## src/rtl/ext_dma_pkg.sv

```systemverilog
// Shared definitions for the external-SRAM <-> local-scratchpad DMA engine.
// Holds the FSM state encoding and the default bus geometry.
package ext_dma_pkg;

  localparam int unsigned EXT_AW_DEF = 26;
  localparam int unsigned LOC_AW_DEF = 10;
  localparam int unsigned DW_DEF     = 32;

  typedef enum logic [2:0] {
    IDLE   = 3'd0,
    LD_REQ = 3'd1,
    LD_WR  = 3'd2,
    ST_RD  = 3'd3,
    ST_CAP = 3'd4,
    ST_REQ = 3'd5,
    DONE   = 3'd6
  } state_e;

endpackage

```

## src/rtl/ext_sram_dma.sv

```systemverilog
// Single-channel DMA moving word bursts between an external memory port
// and a local single-port scratchpad, one word per handshake.
module ext_sram_dma
  import ext_dma_pkg::*;
#(
  parameter int unsigned EXT_AW = EXT_AW_DEF,
  parameter int unsigned LOC_AW = LOC_AW_DEF,
  parameter int unsigned DW     = DW_DEF
) (
  input  logic              clk,
  input  logic              reset,
  input  logic              cmd_valid,
  output logic              cmd_ready,
  input  logic              cmd_dir,
  input  logic [EXT_AW-1:0] cmd_ext_addr,
  input  logic [LOC_AW-1:0] cmd_loc_addr,
  input  logic [LOC_AW:0]   cmd_len,
  output logic              busy,
  output logic              done,
  output logic [EXT_AW-1:0] R0_addr,
  output logic              R0_valid,
  input  logic              R0_ready,
  input  logic [DW-1:0]     R0_data,
  output logic [EXT_AW-1:0] W0_addr,
  output logic [DW-1:0]     W0_data,
  output logic              W0_valid,
  input  logic              W0_ready,
  output logic [LOC_AW-1:0] loc_addr,
  output logic              loc_en,
  output logic              loc_wmode,
  output logic [DW-1:0]     loc_wdata,
  input  logic [DW-1:0]     loc_rdata
);

  localparam int unsigned CW = LOC_AW + 1;

  state_e            state_q, state_d;
  logic [EXT_AW-1:0] ext_q, ext_d;
  logic [LOC_AW-1:0] loc_q, loc_d;
  logic [CW-1:0]     cnt_q, cnt_d;
  logic [DW-1:0]     data_q, data_d;

  logic cmd_ready_q, busy_q, done_q, r0_valid_q, w0_valid_q, loc_en_q, loc_wmode_q;

  // Next-state and datapath update; addresses/count advance once per completed beat
  always_comb begin
    state_d = state_q;
    ext_d   = ext_q;
    loc_d   = loc_q;
    cnt_d   = cnt_q;
    data_d  = data_q;
    unique case (state_q)
      IDLE: begin
        if (cmd_valid) begin
          ext_d = cmd_ext_addr;
          loc_d = cmd_loc_addr;
          cnt_d = cmd_len;
          if (cmd_len == '0)  state_d = DONE;
          else if (cmd_dir)   state_d = ST_RD;
          else                state_d = LD_REQ;
        end
      end
      LD_REQ: begin
        if (R0_ready) begin
          data_d  = R0_data;
          state_d = LD_WR;
        end
      end
      LD_WR: begin
        ext_d   = ext_q + EXT_AW'(1);
        loc_d   = loc_q + LOC_AW'(1);
        cnt_d   = cnt_q - CW'(1);
        state_d = (cnt_q == CW'(1)) ? DONE : LD_REQ;
      end
      ST_RD:  state_d = ST_CAP;
      ST_CAP: begin
        data_d  = loc_rdata;
        state_d = ST_REQ;
      end
      ST_REQ: begin
        if (W0_ready) begin
          ext_d   = ext_q + EXT_AW'(1);
          loc_d   = loc_q + LOC_AW'(1);
          cnt_d   = cnt_q - CW'(1);
          state_d = (cnt_q == CW'(1)) ? DONE : ST_RD;
        end
      end
      DONE:    state_d = IDLE;
      default: state_d = IDLE;
    endcase
  end

  // Control outputs are registered from the next state so they align with state_q
  always_ff @(posedge clk) begin
    if (reset) begin
      state_q     <= IDLE;
      ext_q       <= '0;
      loc_q       <= '0;
      cnt_q       <= '0;
      data_q      <= '0;
      cmd_ready_q <= 1'b1;
      busy_q      <= 1'b0;
      done_q      <= 1'b0;
      r0_valid_q  <= 1'b0;
      w0_valid_q  <= 1'b0;
      loc_en_q    <= 1'b0;
      loc_wmode_q <= 1'b0;
    end else begin
      state_q     <= state_d;
      ext_q       <= ext_d;
      loc_q       <= loc_d;
      cnt_q       <= cnt_d;
      data_q      <= data_d;
      cmd_ready_q <= (state_d == IDLE);
      busy_q      <= (state_d != IDLE);
      done_q      <= (state_d == DONE);
      r0_valid_q  <= (state_d == LD_REQ);
      w0_valid_q  <= (state_d == ST_REQ);
      loc_en_q    <= (state_d == LD_WR) || (state_d == ST_RD);
      loc_wmode_q <= (state_d == LD_WR);
    end
  end

  assign cmd_ready = cmd_ready_q;
  assign busy      = busy_q;
  assign done      = done_q;
  assign R0_addr   = ext_q;
  assign R0_valid  = r0_valid_q;
  assign W0_addr   = ext_q;
  assign W0_data   = data_q;
  assign W0_valid  = w0_valid_q;
  assign loc_addr  = loc_q;
  assign loc_en    = loc_en_q;
  assign loc_wmode = loc_wmode_q;
  assign loc_wdata = data_q;

endmodule
```

## config.mk

```make
export PLATFORM = sky130hd
export DESIGN_NAME = ext_sram_dma
export DESIGN_NICKNAME = d
export VERILOG_FILES = /design/src/rtl/ext_dma_pkg.sv /design/src/rtl/ext_sram_dma.sv
export SDC_FILE = /design/constraint.sdc
export NUM_CORES = 1
export LEC_CHECK = 0
export CORE_MARGIN = 5
export CORE_UTILIZATION = 25
export DETAILED_ROUTE_END_ITERATION = 12
export HOLD_SLACK_MARGIN = 0.08
export PLACE_DENSITY_LB_ADDON = 0.2
export SLEW_MARGIN = 20
export SYNTH_ARGS = -nofsm -noshare
export SYNTH_HDL_FRONTEND = slang
export SYNTH_SLANG_ARGS = --single-unit
```

## constraint.sdc

```tcl
create_clock -name clk -period 3.28 [get_ports clk]
set_clock_uncertainty 0.05 [all_clocks]
set_input_delay 0.984 -clock clk [delete_from_list [all_inputs] [get_ports clk]]
set_output_delay 0.984 -clock clk [all_outputs]
set_load 0.01 [all_outputs]
```

==> flow_summary_export.csv, run 1 <==
group,metric,value,unit
die,die-area,24000,um^2
die,coreArea,20900,um^2
route,wire_per_inst,16.9,um
finish,final_area,7960,um^2
worst_setup_path,cp-end-kind,"register",
worst_setup_path,crit_fanout,16,
pwr,p_per_area,714,nW/um^2
flow_run,cap_violations,0,
worst_setup_path,cp.arrival,2.82,ns
place,io_buffer_count,249,
clocking,cts_root_buf,"clkbuf_16",
worst_setup_path,critPathRequiredTime,3.44,ns
finish,multiInputGateArea,2840,um^2
finish,nFillCells,2156,
run_status,status,"completed",
synthesis,ys_types,67,
die,num_io_pins,250,
clocking,cts_sinks,89,
clocking,cts.htree.levels,3,
sta,hold_violations,0,
finish,fin_nets,934,
global_route,grt_max_degree,65,
synthesis,yosysMostFrequentCell,"dfxtp_1",
route,dr.pass1.iters,5,
route,postRouteAntennaNets,0,
place,dp_hpwl,13.8,mm
sta,holdWs,0.457,ns
route,avgViaCountPerCell,4.80,
finish,fin_util,0.381,
route,via_count,5243,
place,placed_area,7640,um^2
die,die_w,155,um
worst_setup_path,critPathLaunchType,"primary input",
sta,grt_setup_unrepaired,"no",
sta,setup_viol,0,
synthesis,yosys-top-cells-area,"dfxtp_1 34%, buf_4 8.3%, mux2i_1 6.9%",
global_route,grt_pass1_wl,29.2,mm
sta,post-route-period-util,0.813,
global_route,grt_pass1_vias,5225,
sta,maxSlewHeadroom,0.485,
synthesis,postSynthAreaPerCell,8.19,um^2
clocking,clock_latency,0.34,ns
global_route,grt-ovfl-total,0,
synthesis,yosys_warnings,0,
finish,syn_to_final_growth,51.2,%
clocking,tritoncts,"yes",
synthesis,synth_area,5260,um^2
worst_setup_path,worstSetupPathType,"primary input to register",
clocking,cts_buffer_depth,2,
global_route,grt_use_total,0.149,
route,remaining_drc_errors,0,
clocking,hold_buffers,0,
synthesis,async_flop_share,0,
sta,max_freq,375,MHz
finish,drive_gt1_frac,0.0661,
route,wl,18.5,mm
synthesis,syn_inst,642,
pwr,vdd_drop_max,0.318,mV
synthesis,synth_edf_count,0,
sta,slew_viol_final,0,
finish,diodes,0,
global_route,antenna_found_initial,0,
sta,worst_pin_slew,0.773,ns
place,gp_congestion,0.793,
clocking,cts_buffers,9,
pwr,p_leak,2.68,nW
sta,period_minus_slack,2.67,ns
synthesis,synthTopCellsByCount,"89 x dfxtp_1, 68 x nor2_1, 58 x buf_4, 43 x nand2_1, 42 x a211oi_1",
clocking,cts-resized-gates,0,
clocking,clk_pin_slew,0.06,ns
min_path,hp-class,"register to register",
finish,regArea,1780,um^2
synthesis,yosysTopAreaCell,"dfxtp_1",
die,core.rowCount,53,
die,fp.dieH,155,um
route,drt-initial-drc-count,236,
synthesis,yosysSeqAreaShare,0.339,
synthesis,syn_nets,763,
sta,setup_tns,0,ns
die,initial_utilization,0.252,
clocking,post_cts.repair.setup_buffers,0,
synthesis,synth_ff_type,"dfxtp_1",
synthesis,synth_seq_cells,89,
synthesis,synth_top_area_frac,0.339,
power by group:
part	switching [mW]	total [mW]	internal [mW]
logic	1.33	2.82	1.49
clock network	0.417	1.10	0.684
registers	0.365	1.76	1.39
total	2.11	5.68	3.57
routing by layer:
layer,GRT usage,share of wire,vias to the layer above
li1,-,-,2655
met1,0.195,0.45,2465
met2,0.251,0.50,116
met3,0.0370,0.047,7
met4,0.0278,0.0086,0
met5,0,0,-
critical path: stages:
cell and delay (ns):
clkdlybuf4s50_1 0.46, nor2_1 0.24, o32a_1 0.45, buf_4 0.31, nor3_1 0.08, a221oi_1 0.24
nor2_1 0.06
final timing paths:
| kind | from | end | slack (ns) | cells after the start |
|---|---|---|---|---|
| worst max-delay path | cmd_valid | R0_addr[0] | 0.61 | 7 |
| worst min-delay path | loc_addr[4] | loc_addr[4] | 0.46 | 2 |
| worst max register to register | state_q[1] | R0_addr[4] | 0.86 | 6 |
| worst min register to register | loc_addr[4] | loc_addr[4] | 0.46 | 2 |
registers in the layout, summed over array words and instances, names as in the netlist, 3 cells and up:
name      cells
W0_data      32
R0_addr      26
cnt_q        11
loc_addr     10
state_q       3
cell type report:
class | instances | area share
tap | 275 | 0.0433
timing repair buffer | 266 | 0.333
clock inverter | 3 | 0.00818
sequential | 89 | 0.224
multi-input combinational | 441 | 0.357
clock buffer | 12 | 0.0310
inverter | 6 | 0.00283
metrics by stage:
| step | setup WS (ns) | power [mW] | std cells |
|---|---|---|---|
| floorplan | 0.995 | 3.42 | 642 |
| global placement | 0.279 | 4.62 | 1077 |
| detailed placement | 0.261 | 4.62 | 1077 |
| CTS | 0.621 | 5.78 | 1092 |
| global route | 0.424 | 6.10 | 1092 |
| finish | 0.614 | 5.68 | 1092 |
kinds of logic after synthesis:
logic type | after synthesis | share of synthesized area
AOI/OAI and AO/OA | 186 | 0.245
adders and majority gates | 4 | 0.00952
buffers and inverters | 112 | 0.128
DFF | 89 | 0.339
muxes | 37 | 0.0706
and+or+nand+nor | 214 | 0.208
cells in the final DEF (no fill, tap or decap), types with 3 or more instances in the layout:
master	synthesis	routed
a211oi_1	42	42
a21o_1	11	11
a21oi_1	37	37
a221oi_1	3	3
a22o_1	4	4
a22oi_1	9	9
a311oi_1	4	4
a31o_2	3	3
a31oi_1	4	4
and3_1	12	12
and4_1	4	4
buf_12	0	3
buf_4	58	14
clkbuf_16	0	9
clkdlybuf4s50_1	0	248
dfxtp_1	89	89
ha_1	4	4
inv_1	6	6
mux2i_1	36	36
nand2_1	43	42
nand2b_1	6	6
nand3_1	25	25
nand3b_1	6	6
nand4_1	5	5
nor2_1	68	67
nor3_1	16	16
nor3b_1	3	3
nor4_1	7	7
nor4b_1	3	3
o21ai_0	33	33
o22ai_1	4	4
o31ai_1	5	5
Power figures use the tool's default switching activity.
==> inputs of run 2 (changes only) <==
clock period = 2.8 ns   (was 3.28 ns; I/O delays follow)
==> flow_summary_export.csv, run 2 (synthesized netlist as in run 1, its figures left out) <==
group,metric,value,unit
run_status,status,"completed",
worst_setup_path,cp-end-kind,"register",
worst_setup_path,critPathLaunchType,"primary input",
sta,max_freq,413,MHz
sta,post-route-period-util,0.866,
pwr,p_leak,2.71,nW
sta,setup_tns,0,ns
worst_setup_path,cp_common_cell,"nor2_1",
sta,slew_viol_final,0,
global_route,antenna_found_initial,1,
worst_setup_path,cpPeakStageDelay,0.54,ns
pwr,combPwrFrac,0.500,
finish,fin_nets,939,
route,dr.pass1.iters,4,
global_route,grt-ovfl-total,0,
finish,drive_gt1_frac,0.0741,
clocking,tritoncts,"yes",
route,wire_per_inst,17.1,um
route,via_count,5261,
pwr,swShare,0.377,
place,dp.cells,1082,
worst_setup_path,critPathRequiredTime,3.04,ns
die,initial_utilization,0.252,
worst_setup_path,worstPathBufferInverterCount,2,
route,avgViaCountPerCell,4.79,
clocking,cts_root_buf,"clkbuf_16",
finish,fin_cells,1099,
finish,syn_to_final_growth,52.2,%
clocking,clk_pin_slew,0.07,ns
sta,worst_pin_slew,0.585,ns
die,die_w,155,um
pwr,sequentialPowerShare,0.305,
worst_setup_path,path_delay_family,"buffers and inverters",
die,coreArea,20900,um^2
sta,grt_setup_unrepaired,"no",
route,remaining_drc_errors,0,
clocking,clock_latency,0.34,ns
worst_setup_path,cp.arrival,2.66,ns
die,die-area,24000,um^2
finish,nFillCells,2137,
worst_setup_path,worstPathCellList,"clkdlybuf4s50_1 > nor2_1 > o32ai_4 > buf_4 > a311oi_2 > nor2_1 > and3b_1",
worst_setup_path,slowest_stage,"clkdlybuf4s50_1",
worst_setup_path,crit_fanout,26,
finish,regArea,1780,um^2
finish,final_common_cell,"clkdlybuf4s50_1",
sta,maxSlewHeadroom,0.610,
place,gp_congestion,0.804,
sta,period_minus_slack,2.42,ns
global_route,grt_use_total,0.150,
route,postRouteAntennaNets,0,
worst_setup_path,worstSetupPathType,"primary input to register",
pwr,p_clk_frac,0.195,
clocking,hold_buffers,0,
place,dp_hpwl,13.9,mm
clocking,cts_buffer_depth,2,
place,io_buffer_count,249,
finish,largest_register_ffs,32,
die,num_io_pins,250,
global_route,grt_max_degree,67,
clocking,post_cts.repair.setup_buffers,0,
finish,fin_util,0.383,
sta,setup_viol,0,
finish,multiInputGateArea,2840,um^2
pwr,p_int,4.17,mW
min_path,hp-class,"register to register",
pwr,p_per_area,837,nW/um^2
clocking,cts_buffers,9,
pwr,power.switching,2.53,mW
sta,holdWs,0.455,ns
finish,layout_common_cells,"248 x clkdlybuf4s50_1, 89 x dfxtp_1, 67 x nor2_1",
global_route,grt_pass1_wl,29.0,mm
sta,hold_violations,0,
pwr,vdd_drop_max,0.372,mV
die,core.rowCount,53,
clocking,cts.htree.levels,3,
flow_run,cap_violations,0,
die,fp.dieH,155,um
clocking,cts_sinks,89,
route,drt-initial-drc-count,263,
route,wl,18.8,mm
global_route,grt_pass1_vias,5112,
clocking,cts-resized-gates,0,
## run 2: changes by cell type in the layout (fill, tap and decap cells not counted), sizes merged
cell / before / now
buf: 18 / 23
clkbuf: 12 / 10
clkinv: 1 / 3
diode: 0 / 1
clkinvlp: 0 / 1
## run 2: path summary, 6_finish.rpt
path / from / slack (ns) / cells past startpoint / endpoint
setup reg to reg: R0_addr[0] / 0.66 / 7 / R0_addr[24]
setup / recovery: cmd_valid / 0.38 / 7 / W0_valid
hold reg to reg: cnt_q[6] / 0.45 / 2 / cnt_q[6]
hold / removal: cnt_q[6] / 0.45 / 2 / cnt_q[6]
## run 2: power by group through the flow
| stage | registers [mW] | clock network, mW | logic, mW |
|---|---|---|---|
| after CTS | 2.05 | 1.35 | 3.39 |
| after detailed placement | 2.07 | 0 | 3.38 |
| final | 2.05 | 1.30 | 3.35 |
| after floorplan | 2.10 | 0 | 1.91 |
| after global placement | 2.07 | 0 | 3.38 |
| after global routing | 2.12 | 1.40 | 3.66 |
## run 2: cell type report
cell class	instances	area share
Antenna cell	1	0.000313
Tap cell	275	0.0430
Clock buffer	10	0.0286
Multi-Input combinational cell	441	0.355
Inverter	6	0.00281
Timing Repair Buffer	271	0.337
Clock inverter	6	0.0103
Sequential cell	89	0.223
## run 2: worst reg2reg max path, delay by kind of cell, from the launching register on
kind | cells | cell delay, ns
buffers and inverters | 1 | 0.16
adders and majority gates | 1 | 0.25
DFF | 1 | 0.48
and+or+nand+nor | 5 | 1.07
## run 2: per-layer routing
| metal | share of wire | track usage | up-vias |
|---|---|---|---|
| met4 | 0.010 | 0.0307 | 0 |
| met2 | 0.48 | 0.246 | 119 |
| li1 | - | - | 2670 |
| met5 | 0 | 0 | - |
| met3 | 0.043 | 0.0339 | 7 |
| met1 | 0.46 | 0.202 | 2465 |
## run 2: per-stage QoR
stage	instance area, um^2	power (mW)	setup slack [ns]
final	8010	6.70	0.376
after global routing	8010	7.17	0.226
after CTS	8010	6.79	0.376
after detailed placement	7690	5.45	0.00402
after global placement	7690	5.45	-0.00393
after floorplan	5260	4.01	0.659
